--- src/rtl/acc_pkg.sv ---
// Shared types and constants for the accumulator bank.
package acc_pkg;

    typedef enum logic [2:0] {
        NOP  = 3'd0,
        LOAD = 3'd1,
        ADD  = 3'd2,
        SUB  = 3'd3,
        AND  = 3'd4,
        OR   = 3'd5,
        XOR  = 3'd6,
        CLR  = 3'd7
    } acc_op_e;

    localparam int unsigned FLAG_W = 4;
    localparam int unsigned FLG_Z  = 0;
    localparam int unsigned FLG_N  = 1;
    localparam int unsigned FLG_C  = 2;
    localparam int unsigned FLG_V  = 3;

endpackage

--- src/rtl/acc_sat_addsub.sv ---
// Combinational add/subtract with carry/borrow, signed overflow and optional saturation.
module acc_sat_addsub #(
    parameter int unsigned DATA_W = 8,
    parameter bit          SAT_EN = 1'b1
) (
    input  logic [DATA_W-1:0] a,
    input  logic [DATA_W-1:0] b,
    input  logic              sub,
    output logic [DATA_W-1:0] y,
    output logic              carry,
    output logic              ovf
);

    localparam int unsigned MSB = DATA_W - 1;

    logic [DATA_W:0]   sum;
    logic [DATA_W-1:0] raw;

    // For subtraction the extra sum bit is the unsigned borrow (a < b).
    always_comb begin
        sum   = sub ? ({1'b0, a} - {1'b0, b}) : ({1'b0, a} + {1'b0, b});
        raw   = sum[DATA_W-1:0];
        carry = sum[DATA_W];
        if (sub) begin
            ovf = (a[MSB] != b[MSB]) && (raw[MSB] != a[MSB]);
        end else begin
            ovf = (a[MSB] == b[MSB]) && (raw[MSB] != a[MSB]);
        end
        y = raw;
        // Overflow direction follows the sign of a: negative a can only underflow.
        if (SAT_EN && ovf) begin
            y = a[MSB] ? {1'b1, {(DATA_W-1){1'b0}}} : {1'b0, {(DATA_W-1){1'b1}}};
        end
    end

endmodule

--- src/rtl/acc_bank.sv ---
// Accumulator bank: one ALU op per accepted command, single registered result stage.
module acc_bank
    import acc_pkg::*;
#(
    parameter int unsigned DATA_W  = 8,
    parameter int unsigned NUM_ACC = 4,
    parameter bit          SAT_EN  = 1'b1,
    localparam int unsigned SEL_W  = (NUM_ACC > 1) ? $clog2(NUM_ACC) : 1
) (
    input  logic              clk,
    input  logic              rst,
    input  logic              cmd_valid,
    output logic              cmd_ready,
    input  acc_op_e           cmd_op,
    input  logic [SEL_W-1:0]  cmd_sel,
    input  logic [DATA_W-1:0] cmd_data,
    output logic              res_valid,
    input  logic              res_ready,
    output logic [DATA_W-1:0] res_data,
    output logic [SEL_W-1:0]  res_sel,
    output logic [FLAG_W-1:0] res_flags,
    input  logic [SEL_W-1:0]  rd_sel,
    output logic [DATA_W-1:0] rd_data
);

    logic [DATA_W-1:0] acc_q [NUM_ACC];

    logic              accept_c;
    logic              sel_ok_c;
    logic [DATA_W-1:0] cur_c;
    logic [DATA_W-1:0] nxt_c;
    logic              carry_c;
    logic              ovf_c;
    logic [FLAG_W-1:0] flags_c;
    logic [DATA_W-1:0] as_y;
    logic              as_carry;
    logic              as_ovf;

    assign cmd_ready = !res_valid || res_ready;
    assign accept_c  = cmd_valid && cmd_ready;
    assign sel_ok_c  = 32'(cmd_sel) < NUM_ACC;
    assign cur_c     = sel_ok_c ? acc_q[cmd_sel] : '0;
    assign rd_data   = (32'(rd_sel) < NUM_ACC) ? acc_q[rd_sel] : '0;

    acc_sat_addsub #(
        .DATA_W (DATA_W),
        .SAT_EN (SAT_EN)
    ) u_addsub (
        .a     (cur_c),
        .b     (cmd_data),
        .sub   (cmd_op == SUB),
        .y     (as_y),
        .carry (as_carry),
        .ovf   (as_ovf)
    );

    // Op mux and flag generation; out-of-range targets yield a zero beat.
    always_comb begin
        nxt_c   = cur_c;
        carry_c = 1'b0;
        ovf_c   = 1'b0;
        case (cmd_op)
            LOAD:     nxt_c = cmd_data;
            ADD, SUB: begin
                nxt_c   = as_y;
                carry_c = as_carry;
                ovf_c   = as_ovf;
            end
            AND:      nxt_c = cur_c & cmd_data;
            OR:       nxt_c = cur_c | cmd_data;
            XOR:      nxt_c = cur_c ^ cmd_data;
            CLR:      nxt_c = '0;
            default:  nxt_c = cur_c;
        endcase
        if (!sel_ok_c) begin
            nxt_c   = '0;
            carry_c = 1'b0;
            ovf_c   = 1'b0;
        end
        flags_c        = '0;
        flags_c[FLG_Z] = (nxt_c == '0);
        flags_c[FLG_N] = nxt_c[DATA_W-1];
        flags_c[FLG_C] = carry_c;
        flags_c[FLG_V] = ovf_c;
    end

    // Accumulator array.
    always_ff @(posedge clk or posedge rst) begin
        if (rst) begin
            for (int i = 0; i < int'(NUM_ACC); i++) begin
                acc_q[i] <= '0;
            end
        end else if (accept_c && sel_ok_c) begin
            acc_q[cmd_sel] <= nxt_c;
        end
    end

    // Result stage: reloads on accept, otherwise drains when consumed.
    always_ff @(posedge clk or posedge rst) begin
        if (rst) begin
            res_valid <= 1'b0;
            res_data  <= '0;
            res_sel   <= '0;
            res_flags <= '0;
        end else if (accept_c) begin
            res_valid <= 1'b1;
            res_data  <= nxt_c;
            res_sel   <= cmd_sel;
            res_flags <= flags_c;
        end else if (res_ready) begin
            res_valid <= 1'b0;
        end
    end

endmodule

--- config.mk ---
export PLATFORM = sky130hd
export DESIGN_NAME = acc_bank
export DESIGN_NICKNAME = d
export VERILOG_FILES = /design/src/rtl/acc_pkg.sv /design/src/rtl/acc_sat_addsub.sv /design/src/rtl/acc_bank.sv
export SDC_FILE = /design/constraint.sdc
export NUM_CORES = 1
export LEC_CHECK = 0
export CORE_AREA = 2 2 86 88
export CTS_CLUSTER_SIZE = 8
export DETAILED_ROUTE_END_ITERATION = 12
export DIE_AREA = 0 0 88 90
export PLACE_DENSITY = 0.76
export SYNTH_ARGS = -nofsm -noshare
export SYNTH_HDL_FRONTEND = slang
export SYNTH_SLANG_ARGS = --single-unit
--- constraint.sdc ---
create_clock -name clk -period 3.36 [get_ports clk]
set_input_delay 0.504 -clock clk [delete_from_list [all_inputs] [get_ports clk]]
set_output_delay 0.504 -clock clk [all_outputs]
set_load 0.005 [all_outputs]
==> results of run 1 <==
[worst max-delay path: cells and delay by family]
family          cells  cell delay, ns
xor+xnor            2            0.31
fa+ha+maj           1            0.27
simple gates        6            1.34
buf+inv             2            0.46
compound gates      4            0.66
[state kept, by name (all words and copies together), names as in the netlist]
name / count
res_flags: 4
acc_q: 32
res_sel: 2
res_data: 7
res_valid: 1
[worst paths after layout]
| path | from | end | slack (ns) |
|---|---|---|---|
| setup / recovery | cmd_data[3] | res_flags[0] | 0.03 |
| max in group asynchronous | rst | acc_q[10] | 2.04 |
| setup reg to reg | acc_q[4] | res_flags[0] | 0.04 |
| min in group asynchronous | rst | acc_q[13] | 0.73 |
| hold / removal | res_data[4] | res_data[4] | 0.51 |
| hold reg to reg | res_data[4] | res_data[4] | 0.51 |
[routing by layer]
layer  up-vias  track usage (%)  wire length, um
li1       1490                -                -
met2       126             45.6             5250
met5         -                0                0
met1      1565             34.6             4210
met4         0             7.82              298
met3        31             4.13              519
[stage by stage]
stage	cell area, sq um	hold WS [ns]
after floorplan	3590	0.461
after global placement	4590	0.478
after detailed placement	4590	0.495
after CTS	4860	0.515
after global routing	4990	0.537
final	4990	0.512
[layout by cell type (no fill, tap or decap), types with 6 or more instances in the layout]
master / synthesis / routed
sky130_fd_sc_hd__a21oi_1: 18 / 16
sky130_fd_sc_hd__xnor2_2: 0 / 6
sky130_fd_sc_hd__ha_1: 26 / 19
sky130_fd_sc_hd__dfrtp_1: 46 / 46
sky130_fd_sc_hd__ha_4: 0 / 6
sky130_fd_sc_hd__nand2_1: 27 / 24
sky130_fd_sc_hd__mux2_2: 38 / 37
sky130_fd_sc_hd__nand2b_1: 7 / 6
sky130_fd_sc_hd__inv_1: 23 / 18
sky130_fd_sc_hd__nor2_1: 24 / 20
sky130_fd_sc_hd__mux4_2: 15 / 16
sky130_fd_sc_hd__o21ai_0: 22 / 16
sky130_fd_sc_hd__clkdlybuf4s50_1: 0 / 31
sky130_fd_sc_hd__buf_4: 1 / 84
[cell type report]
| cell class | count | area, sq um | area share [%] |
|---|---|---|---|
| multi-input cells | 256 | 2440 | 48.8 |
| flip-flops and latches | 46 | 1150 | 23.1 |
| repair buffers | 132 | 1110 | 22.3 |
| well taps | 99 | 124 | 2.48 |
| inverters | 23 | 86.3 | 1.73 |
| clock buffers | 6 | 72.6 | 1.45 |
| clock inverters | 1 | 7.51 | 0.150 |
[power groups by stage]
stage | Sequential, mW | Clock, mW | Combinational, mW
final | 0.959 | 0.325 | 2.54
after global routing | 0.990 | 0.360 | 2.74
after CTS | 0.955 | 0.333 | 2.32
after detailed placement | 0.967 | 0 | 2.16
after global placement | 0.940 | 0 | 2.11
after floorplan | 0.914 | 0 | 1.25
[logic make-up after synthesis]
family	count (synthesis)	share of synthesized area (%)
AOI/OAI and AO/OA	72	13.2
xor gates and xnor gates	14	3.53
and+or+nand+nor	87	12.2
adders and majority gates	27	9.94
buffers and inverters	38	4.57
DFF	46	33.1
muxes	56	23.4
[repair_timing]
item | in CTS | in global routing
buffers inserted | 10 | 6
resized for setup | 51 | 28
gates cloned | 2 | 0
setup endpoints to repair | 26 | 16
pin swaps | 21 | 14
==> out/qor.txt, run 1 <==
====================================================================================
Maximum VDD drop                                                            0.573 mV
Worst reg2reg path depth                                                          11
DP Cell Count                                                                    540
Hold Violations, Final                                                             0
DRC violations left                                                                0
Clk network pwr share                                                           8.5%
Die area                                                                  7920 sq um
Violation count after the first detailed-route iteration                         148
Inserted Diodes                                                                    0
Count of buffers inserted at the top-level ports                                  42
Max stage delay cell, worst path                                        sky130_fd_sc_hd__or4b_4
Peak per-stage delay on the critical path                                    0.57 ns
First-pass GRT wire length                                                  16500 um
Floorplan die height                                                           90 um
Clock tree from TritonCTS                                                        yes
1st-pass router iterations                                                         7
Dominant cell type by area after synthesis                              sky130_fd_sc_hd__dfrtp_1
Leak pwr                                                                     2.21 nW
Vias per std cell                                                               5.71
Deepest clock path buffer count                                                    2
Required time of the critical path                                           3.58 ns
Fin Clk Skew                                                               0.0102 ns
Worst hold path class                                                   register to register
Worst Hold Path Cells                                                              1
Final GP Congestion                                                            0.900
Startpoint Class                                                          input port
Library cell appearing most often on the critical path                  sky130_fd_sc_hd__nor2_4
Maximum operating frequency                                                  301 MHz
Shortest period the worst path allows                                        3.33 ns
Total track usage                                                              26.7%
Final ANT Viol Nets                                                                0
Post-layout nets                                                                 510
Internal Pwr Total                                                           2.37 mW
Dominant cell by count in the synthesized netlist                       sky130_fd_sc_hd__dfrtp_1
Arrival time reported for the critical path endpoint                         3.55 ns
Via Count                                                                       3212
Number of enable flip-flop cells after synthesis                                   0
Clock transition at the registers of the reported paths                      0.09 ns
Growth of design area from synthesis to finish                                 43.6%
Ratio of cells with drive above 1 in the final layout                          42.7%
Smallest setup slack after layout                                          0.0349 ns
Sequential share of power                                                      25.1%
Type of element capturing the critical path                                 register
Share of the yosys chip area belonging to registers                            33.1%
Average cell area after synthesis                                         10.2 sq um
Clock root cell                                                         sky130_fd_sc_hd__clkbuf_8
Maximum fanout along the worst path                                                4
Net switching component of the power                                         1.45 mW
Floorplan row count                                                               31
Class of the most critical setup path                                   input port to register
Number of top-level design ports                                                  43
Final instance count without filler cells                                        563
Worst slew margin relative to its limit                                        37.3%
MaxCap Viol Count                                                                  0
Detailed placer's ending HPWL                                                7260 um
Post-synth top cells                                                    46 x sky130_fd_sc_hd__dfrtp_1, 38 x sky130_fd_sc_hd__mux2_2, 27 x sky130_fd_sc_hd__nand2_1
Fill cell instance count of the final layout                                     481
Combinational group share of total power                                       66.4%
Setup slack after placement                                                -0.801 ns
Average wire per standard cell                                               18.3 um
Placeable core region                                                     7020 sq um
Total grt overflow                                                                 0
Area share of the leading cell type in the synthesized netlist                 33.1%
Outcome                                                                 finished clean
Num CTS Buffers                                                                    5
Post-CTS Hold Fix Bufs                                                             0
Number of instances in the synthesized netlist                                   340
Number of register bits inferred by synthesis                                     46
Top cells by area, synth                                                sky130_fd_sc_hd__dfrtp_1 33%, sky130_fd_sc_hd__mux2_2 12%, sky130_fd_sc_hd__mux4_2 9.7%, sky130_fd_sc_hd__ha_1 9.4%, sky130_fd_sc_hd__o21ai_0 3.2%
H-tree Lvls                                                                        2
Slew at the pin closest to its max-slew limit                               0.940 ns
Net switching share of the total power                                         38.0%
TritonCTS Sinks                                                                   46
Netlist cell types                                                                50
Net count after synthesis                                                        386
Vias in the first global route                                                  3390
Synthesis warning total                                                            0
Sum of negative setup slack                                                     0 ns
Power, Total                                                                 3.83 mW
Post-Syn Area                                                             3470 sq um
Final clock period utilization by the worst path                               99.0%
Antenna violations before repair                                                   0
# setup viols final                                                                0
Final Util                                                                     71.1%
Overall routed net length                                                   10300 um
Floorplan die width                                                            88 um
Pins Over Slew Limit                                                               0
Effective utilization at floorplan                                             49.5%
Proportion of synthesized flip-flops having asynchronous set or reset           100%
Sequence of cells on the critical path                                  dlygate4sd2_1, nor2_4, nand4_1, nand2_1, xnor2_2, ha_1, o21a_1, nor2_2, a31oi_4, buf_4, xor2_2, nor2_4, o211ai_1, or4b_4, o31ai_2
Worst skew pair latency                                                      0.31 ns
Maximum number of pins on one net before global-route repair                      47
Total power divided by cell area                                         767 nW/um^2
Main flop type after synthesis                                          sky130_fd_sc_hd__dfrtp_1
====================================================================================
Power figures use the tool's default switching activity.
==> run 2, diff against run 1 <==
--- a/config.mk
+++ b/config.mk
@@ -5,11 +5,13 @@
 export SDC_FILE = /design/constraint.sdc
 export NUM_CORES = 1
 export LEC_CHECK = 0
-export CORE_AREA = 2 2 86 88
+export CORE_AREA = 2 2 88 90
 export CTS_CLUSTER_SIZE = 8
 export DETAILED_ROUTE_END_ITERATION = 12
-export DIE_AREA = 0 0 88 90
-export PLACE_DENSITY = 0.76
+export DIE_AREA = 0 0 90 92
+export PLACE_DENSITY = 0.75
+export SKIP_LAST_GASP = 1
 export SYNTH_ARGS = -nofsm -noshare
 export SYNTH_HDL_FRONTEND = slang
+export SYNTH_HIERARCHICAL = 1
 export SYNTH_SLANG_ARGS = --single-unit
==> run 2 against run 1 <==
The flow now finishes with violations (negative setup slack). Global-route usage is 1.1 points lower. Via count is 0.97% higher. First-iteration DRC count is 43% higher. Critical path type is now register to register. Critical endpoint unchanged. Largest cell class unchanged.
==> out/qor.txt, run 2 <==
=================================================================================================================
Final Util                                                                                                  71.0%   was 71.1%
Clock root cell                                                                                      sky130_fd_sc_hd__clkbuf_8   unchanged
DRC violations left                                                                                             0   unchanged
Vias per std cell                                                                                            5.69   was 5.71
Maximum VDD drop                                                                                         0.514 mV   was 0.573 mV
Outcome                                                                                              complete, but fails checks   was finished clean
Area share of the leading cell type in the synthesized netlist                                              31.5%   was 33.1%
Inserted Diodes                                                                                                 0   unchanged
Area fraction in compound gates after synthesis                                                             13.3%   was 13.2%
Number of register bits inferred by synthesis                                                                  46   unchanged
Final instance count without filler cells                                                                     570   was 563
Shortest period the worst path allows                                                                     3.53 ns   was 3.33 ns
Maximum fanout along the worst path                                                                             3   was 4
Net count after synthesis                                                                                     394   was 386
Post-Syn Area                                                                                          3660 sq um   was 3470 sq um
Register Area                                                                                          1150 sq um   unchanged
First-pass GRT wire length                                                                               16800 um   was 16500 um
Placeable core region                                                                                  7450 sq um   was 7020 sq um
Average wire per standard cell                                                                            18.3 um   about the same
Antenna violations before repair                                                                                0   unchanged
Worst hold path class                                                                                register to register   unchanged
Post-synth top cells                                                                                 46 x sky130_fd_sc_hd__dfrtp_1, 42 x sky130_fd_sc_hd__mux2_2, 25 x sky130_fd_sc_hd__ha_1   was 46 x sky130_fd_sc_hd__dfrtp_1, 38 x sky130_fd_sc_hd__mux2_2, 27 x sky130_fd_sc_hd__nand2_1
Dominant cell by count in the synthesized netlist                                                    sky130_fd_sc_hd__dfrtp_1   unchanged
Peak per-stage delay on the critical path                                                                 0.52 ns   was 0.57 ns
Effective utilization at floorplan                                                                          49.1%   was 49.5%
Smallest setup slack after layout                                                                       -0.171 ns   was 0.0349 ns
Main combinational cell family by area after synthesis                                               multiplexers   unchanged
Number of flip-flops in the largest register                                                                   32   unchanged
Number of enable flip-flop cells after synthesis                                                                0   unchanged
CP delay by family, top                                                                              compound AO/OA/AOI/OAI gates   was simple AND/OR/NAND/NOR gates
Arithmetic-cell share of the synthesized area counting full adders, half adders and majority gates          9.10%   was 9.94%
Arrival time reported for the critical path endpoint                                                      3.74 ns   was 3.55 ns
Final Instance Area                                                                                    5280 sq um   was 4990 sq um
Placed cell area                                                                                       4760 sq um   was 4590 sq um
Proportion of synthesized flip-flops having asynchronous set or reset                                        100%   unchanged
Number of instances in the synthesized netlist                                                                349   was 340
H-tree Lvls                                                                                                     2   unchanged
RSZ-0062 raised after global routing                                                                          yes
Fill cell instance count of the final layout                                                                  522   was 481
Ratio of cells with drive above 1 in the final layout                                                       48.7%   was 42.7%
Violation count after the first detailed-route iteration                                                      212   was 148
Main flop type after synthesis                                                                       sky130_fd_sc_hd__dfrtp_1   unchanged
Number of buffers and inverters on the critical path                                                            2   unchanged
Post-synthesis xor/xnor area fraction                                                                       3.08%   was 3.53%
Slew at the pin closest to its max-slew limit                                                             1.09 ns   was 0.940 ns
Maximum number of pins on one net before global-route repair                                                   34   was 47
Final ANT Viol Nets                                                                                             0   unchanged
Count of buffers inserted at the top-level ports                                                               42   unchanged
Total area of multi-input combinational cells                                                          2680 sq um   was 2440 sq um
TritonCTS Sinks                                                                                                46   unchanged
Vias in the first global route                                                                               3343   was 3390
Type of element capturing the critical path                                                              register   unchanged
Maximum operating frequency                                                                               283 MHz   was 301 MHz
1st-pass router iterations                                                                                      4   was 7
Largest registers ranked by flip-flop count                                                          acc_q (32), res_data (7), res_flags (4)   unchanged
Max stage delay cell, worst path                                                                     sky130_fd_sc_hd__mux4_2   was sky130_fd_sc_hd__or4b_4
DP Cell Count                                                                                                 548   was 540
Setup slack after placement                                                                              -1.02 ns   was -0.801 ns
Overall routed net length                                                                                10500 um   was 10300 um
Clock tree from TritonCTS                                                                                     yes   unchanged
Synthesis warning total                                                                                         6   was 0
Final clock period utilization by the worst path                                                             105%   was 99.0%
Post-layout nets                                                                                              513   was 510
MaxCap Viol Count                                                                                               0   unchanged
Floorplan row count                                                                                            32   was 31
Average cell area after synthesis                                                                      10.5 sq um   was 10.2 sq um
Commonest non-fill, non-tap cell in the layout                                                       sky130_fd_sc_hd__buf_4   unchanged
Most frequent cells in the layout                                                                    80 x sky130_fd_sc_hd__buf_4, 46 x sky130_fd_sc_hd__dfrtp_1, 36 x sky130_fd_sc_hd__mux2_2   was 84 x sky130_fd_sc_hd__buf_4, 46 x sky130_fd_sc_hd__dfrtp_1, 37 x sky130_fd_sc_hd__mux2_2
Dominant cell type by area after synthesis                                                           sky130_fd_sc_hd__dfrtp_1   unchanged
Required time of the critical path                                                                        3.57 ns   was 3.58 ns
Detailed placer's ending HPWL                                                                             7330 um   was 7260 um
Most flops, register                                                                                        acc_q   unchanged
Floorplan die width                                                                                         90 um   was 88 um
Num CTS Buffers                                                                                                 5   unchanged
Die area                                                                                               8280 sq um   was 7920 sq um
Class of the most critical setup path                                                                register to register   was input port to register
Startpoint Class                                                                                         register   was input port
Synthesized-area fraction occupied by and/or/nand/nor cells                                                 14.6%   was 12.2%
Mux share of post-synthesis cell area                                                                       23.4%   about the same
Worst skew pair latency                                                                                   0.30 ns   was 0.31 ns
Violated checks                                                                                      negative setup slack
# setup viols final                                                                                             5   was 0
Pins Over Slew Limit                                                                                            0   unchanged
Via Count                                                                                                    3243   was 3212
Total grt overflow                                                                                              0   unchanged
Hold Violations, Final                                                                                          0   unchanged
Worst slew margin relative to its limit                                                                     27.1%   was 37.3%
Number of top-level design ports                                                                               43   unchanged
Growth of design area from synthesis to finish                                                              44.4%   was 43.6%
Share of the yosys chip area belonging to registers                                                         31.5%   was 33.1%
Library cell appearing most often on the critical path                                               sky130_fd_sc_hd__inv_2   was sky130_fd_sc_hd__nor2_4
Deepest clock path buffer count                                                                                 2   unchanged
Netlist cell types                                                                                             63   was 50
Fin Clk Skew                                                                                            0.0117 ns   was 0.0102 ns
Leak pwr                                                                                                  2.33 nW   was 2.21 nW
Clock transition at the registers of the reported paths                                                   0.09 ns   about the same
Top cells by area, synth                                                                             sky130_fd_sc_hd__dfrtp_1 31%, sky130_fd_sc_hd__mux2_2 13%, sky130_fd_sc_hd__ha_1 8.5%, sky130_fd_sc_hd__mux4_2 8.0%, sky130_fd_sc_hd__nand2b_1 3.1%   was sky130_fd_sc_hd__dfrtp_1 33%, sky130_fd_sc_hd__mux2_2 12%, sky130_fd_sc_hd__mux4_2 9.7%, sky130_fd_sc_hd__ha_1 9.4%, sky130_fd_sc_hd__o21ai_0 3.2%
Floorplan die height                                                                                        92 um   was 90 um
Final GP Congestion                                                                                         0.939   was 0.900
Sequence of cells on the critical path                                                               mux4_2, inv_2, ha_4, inv_2, fa_2, a21o_2, a21oi_4, xor2_2, o31a_1, a211oi_2, nand2b_4, a21oi_2, a311oi_2, or4_4, o31ai_2   was dlygate4sd2_1, nor2_4, nand4_1, nand2_1, xnor2_2, ha_1, o21a_1, nor2_2, a31oi_4, buf_4, xor2_2, nor2_4, o211ai_1, or4b_4, o31ai_2
Total track usage                                                                                           25.6%   was 26.7%
Total power divided by cell area                                                                      867 nW/um^2   was 767 nW/um^2
=================================================================================================================
-- run 2: what timing repair did --
action,CTS,global route
setup endpoints to repair,42,37
resized for setup,71,33
pin swaps,41,23
hold buffers,0,0
cloned,1,0
buffers inserted,13,7
-- run 2: worst paths after layout --
check	from	end	slack [ns]	cells after the start
worst min-delay path	res_flags[2]	res_flags[2]	0.51	2
max in group asynchronous	rst	res_flags[0]	1.97	3
min in group asynchronous	rst	acc_q[0]	0.64	2
worst min register to register	res_flags[2]	res_flags[2]	0.51	2
worst max-delay path	acc_q[24]	res_flags[0]	-0.17	15
worst max register to register	acc_q[24]	res_flags[0]	-0.17	15
-- run 2: layer usage --
layer	global-route usage (%)	wire length (um)
met1	30.8	4170
met2	46.2	5610
met3	3.86	444
met4	9.74	225
met5	0	0
-- run 2: cells by family after synthesis --
kind of cell,after synthesis
adder cells (fa/ha/maj),26
buffers and inverters,42
AND/OR/NAND/NOR,98
flip-flops,46
multiplexers,59
AO/OA/AOI/OAI,66
XOR/XNOR,12
-- run 2: worst register-to-register path, delay by kind of cell (launching register included) --
family	cells	cell delay, ns
AO/OA/AOI/OAI	7	1.07
AND/OR/NAND/NOR	2	0.66
multiplexers	1	0.52
adder cells (fa/ha/maj)	2	0.50
flip-flops	1	0.41
XOR/XNOR	1	0.18
buffers and inverters	2	0.13
-- run 2: stage by stage --
step           hold slack [ns]  power, mW  setup TNS (ns)
4_1_cts                  0.512       4.32          -0.756
3_3_place_gp             0.471       3.53          -28.31
5_1_grt                  0.530       4.88           -2.10
3_5_place_dp             0.487       3.63          -30.73
6_report                 0.509       4.58          -0.192
2_1_floorplan            0.473       2.50           -2.84
-- run 2: layout make-up --
class                           instances  share of cell area [%]
Clock inverter                          1                   0.568
Sequential cell                        46                    21.8
Tap cell                              102                    2.42
Multi-Input combinational cell        261                    50.6
Inverter                               24                    1.75
Timing Repair Buffer                  130                    21.3
Clock buffer                            6                    1.56
-- run 2: power breakdown --
part           internal [mW]  leakage, nW  switching [mW]
sequential             0.806        0.545           0.169
clock                  0.238       0.0573           0.187
combinational           1.80         1.73            1.38
==> run 3, diff against run 2 <==
--- a/config.mk
+++ b/config.mk
@@ -5,6 +5,7 @@
 export SDC_FILE = /design/constraint.sdc
 export NUM_CORES = 1
 export LEC_CHECK = 0
+export CAP_MARGIN = 20
 export CORE_AREA = 2 2 88 90
 export CTS_CLUSTER_SIZE = 8
 export DETAILED_ROUTE_END_ITERATION = 12
==> run 3 against run 2 <==
The flow still finishes with violations (negative setup slack). Combinational power up 4%. Non-clock buffer count up 6. Worst setup slack worse by 0.059 ns. Utilization up 1.4 points. Clock power about the same. Global-route usage unchanged. Via count up 1.9%. Sequential cell count unchanged. Critical path depth unchanged. Largest power group unchanged.
==> out/qor.txt, run 3 (same netlist as run 2, synthesis figures left out) <==
===========================================================================
Maximum number of pins on one net before global-route repair             34   unchanged
Fill cell instance count of the final layout                            506   was 522
Final clock period utilization by the worst path                       107%   was 105%
Met3 routing resource usage after global routing                      3.86%   unchanged
Busiest layer in global routing                                        met2   unchanged
Placeable core region                                            7450 sq um   unchanged
Commonest non-fill, non-tap cell in the layout                 sky130_fd_sc_hd__buf_4   unchanged
Clock transition at the registers of the reported paths             0.08 ns   was 0.09 ns
Floorplan row count                                                      32   unchanged
Most frequent cells in the layout                              83 x sky130_fd_sc_hd__buf_4, 46 x sky130_fd_sc_hd__dfrtp_1, 37 x sky130_fd_sc_hd__mux2_2   was 80 x sky130_fd_sc_hd__buf_4, 46 x sky130_fd_sc_hd__dfrtp_1, 36 x sky130_fd_sc_hd__mux2_2
Die area                                                         8280 sq um   unchanged
Overall routed net length                                          10900 um   was 10500 um
First-pass GRT wire length                                         16800 um   unchanged
Setup slack after placement                                        -1.02 ns   unchanged
Final ANT Viol Nets                                                       0   unchanged
Maximum fanout along the worst path                                       7   was 3
H-tree Lvls                                                               2   unchanged
Leak pwr                                                            2.37 nW   was 2.33 nW
Post-layout nets                                                        519   was 513
Clock root cell                                                sky130_fd_sc_hd__clkbuf_8   unchanged
Num CTS Buffers                                                           5   unchanged
Violation count after the first detailed-route iteration                219   was 212
Placed cell area                                                 4760 sq um   unchanged
Floorplan die width                                                   90 um   unchanged
Largest registers ranked by flip-flop count                    acc_q (32), res_data (7), res_flags (4)   unchanged
Total grt overflow                                                        0   unchanged
Inserted Diodes                                                           0   unchanged
Growth of design area from synthesis to finish                        47.3%   was 44.4%
Count of buffers inserted at the top-level ports                         42   unchanged
Required time of the critical path                                  3.57 ns   about the same
Most flops, register                                                  acc_q   unchanged
Violated checks                                                negative setup slack   unchanged
Smallest setup slack after layout                                 -0.231 ns   was -0.171 ns
Floorplan die height                                                  92 um   unchanged
Final instance count without filler cells                               576   was 570
Number of flip-flops in the largest register                             32   unchanged
Met1 global-route usage                                               30.8%   unchanged
Antenna violations before repair                                          0   unchanged
Number of top-level design ports                                         43   unchanged
Outcome                                                        complete, but fails checks   unchanged
MaxCap Viol Count                                                         0   unchanged
Detailed placer's ending HPWL                                       7330 um   unchanged
Pins Over Slew Limit                                                      0   unchanged
Worst slew margin relative to its limit                               64.1%   was 27.1%
Arrival time reported for the critical path endpoint                3.80 ns   was 3.74 ns
Total power divided by cell area                                874 nW/um^2   was 867 nW/um^2
Maximum operating frequency                                         279 MHz   was 283 MHz
Worst skew pair latency                                             0.31 ns   was 0.30 ns
Via Count                                                              3303   was 3243
RSZ-0062 raised after global routing                                    yes   unchanged
Class of the most critical setup path                          input port to register   was register to register
Hold Violations, Final                                                    0   unchanged
R2r setup slk                                                      -0.21 ns   was -0.17 ns
Final Instance Area                                              5390 sq um   was 5280 sq um
Clock tree from TritonCTS                                               yes   unchanged
DP Cell Count                                                           548   unchanged
1st-pass router iterations                                                4   unchanged
TritonCTS Sinks                                                          46   unchanged
Final GP Congestion                                                   0.939   unchanged
DRC violations left                                                       0   unchanged
Post-CTS Hold Fix Bufs                                                    0   unchanged
Worst hold path class                                          input port to asynchronous set/reset pin   was register to register
Total track usage                                                     25.6%   unchanged
# setup viols final                                                      16   was 5
Ratio of cells with drive above 1 in the final layout                 51.1%   was 48.7%
Average wire per standard cell                                      18.9 um   was 18.3 um
Shortest period the worst path allows                               3.59 ns   was 3.53 ns
Final Util                                                            72.4%   was 71.0%
Fin Clk Skew                                                      0.0120 ns   was 0.0117 ns
Slew at the pin closest to its max-slew limit                      0.537 ns   was 1.09 ns
Maximum VDD drop                                                   0.523 mV   was 0.514 mV
Vias in the first global route                                         3343   unchanged
Deepest clock path buffer count                                           2   unchanged
Type of element capturing the critical path                        register   unchanged
Met2 layer usage reported by global route                             46.2%   unchanged
Vias per std cell                                                      5.73   was 5.69
Effective utilization at floorplan                                    49.1%   unchanged
Power, Total                                                        4.71 mW   was 4.58 mW
Startpoint Class                                                 input port   was register
===========================================================================
[run 3: per-stage QoR]
step                      TNS [ns]  hold WS (ns)
after floorplan              -2.84         0.473
after global placement      -28.31         0.471
after detailed placement    -30.73         0.487
after CTS                   -0.756         0.512
after global routing         -3.59         0.417
final                        -1.07         0.396
[run 3: report_power, final]
group	leakage [nW]	switching [mW]	internal (mW)	total, mW
sequential	0.545	0.171	0.806	0.977
combinational	1.77	1.44	1.87	3.31
clock	0.0573	0.189	0.238	0.427
total	2.37	1.80	2.91	4.71
[run 3: what timing repair did]
item	CTS	global route
cloned	1	0
resized for setup	71	45
hold endpoints to repair	0	0
pin swaps	41	36
setup endpoints to repair	42	37
setup buffers	13	10
[run 3: layout make-up]
class,count,area [sq um],area share (%)
multi-input cells,261,2730,50.6
repair buffers,136,1180,21.9
flip-flops and latches,46,1150,21.4
well taps,102,128,2.37
inverters,24,92.6,1.72
clock buffers,6,82.6,1.53
clock inverters,1,30.0,0.557
[run 3: worst paths after layout]
kind | endpoint | cells past startpoint | from
max in group asynchronous | res_flags[0] | 3 | rst
worst min register to register | res_data[5] | 1 | res_data[5]
min in group clk | res_data[5] | 1 | res_data[5]
worst max register to register | res_flags[0] | 13 | acc_q[17]
worst max-delay path | res_flags[0] | 15 | cmd_sel[1]
worst min-delay path | acc_q[0] | 2 | rst
[run 3: worst max-delay path, cell delays in order]
cell and delay (ns):
sky130_fd_sc_hd__buf_6 0.08, sky130_fd_sc_hd__buf_12 0.12, sky130_fd_sc_hd__mux4_2 0.56, sky130_fd_sc_hd__ha_4 0.26, sky130_fd_sc_hd__nor2b_4 0.13, sky130_fd_sc_hd__o31a_4 0.37, sky130_fd_sc_hd__buf_4 0.15, sky130_fd_sc_hd__o21ai_2 0.19
sky130_fd_sc_hd__o31a_1 0.17, sky130_fd_sc_hd__o22ai_1 0.10, sky130_fd_sc_hd__nand2b_1 0.17, sky130_fd_sc_hd__a21oi_2 0.15, sky130_fd_sc_hd__a311oi_1 0.08, sky130_fd_sc_hd__or4_4 0.55, sky130_fd_sc_hd__o31ai_2 0.22
[run 3: routing by layer]
metal | share of wire, % | wire length (um)
met1 | 40 | 4320
met5 | 0 | 0
met3 | 4.5 | 487
met4 | 3.1 | 335
met2 | 53 | 5740
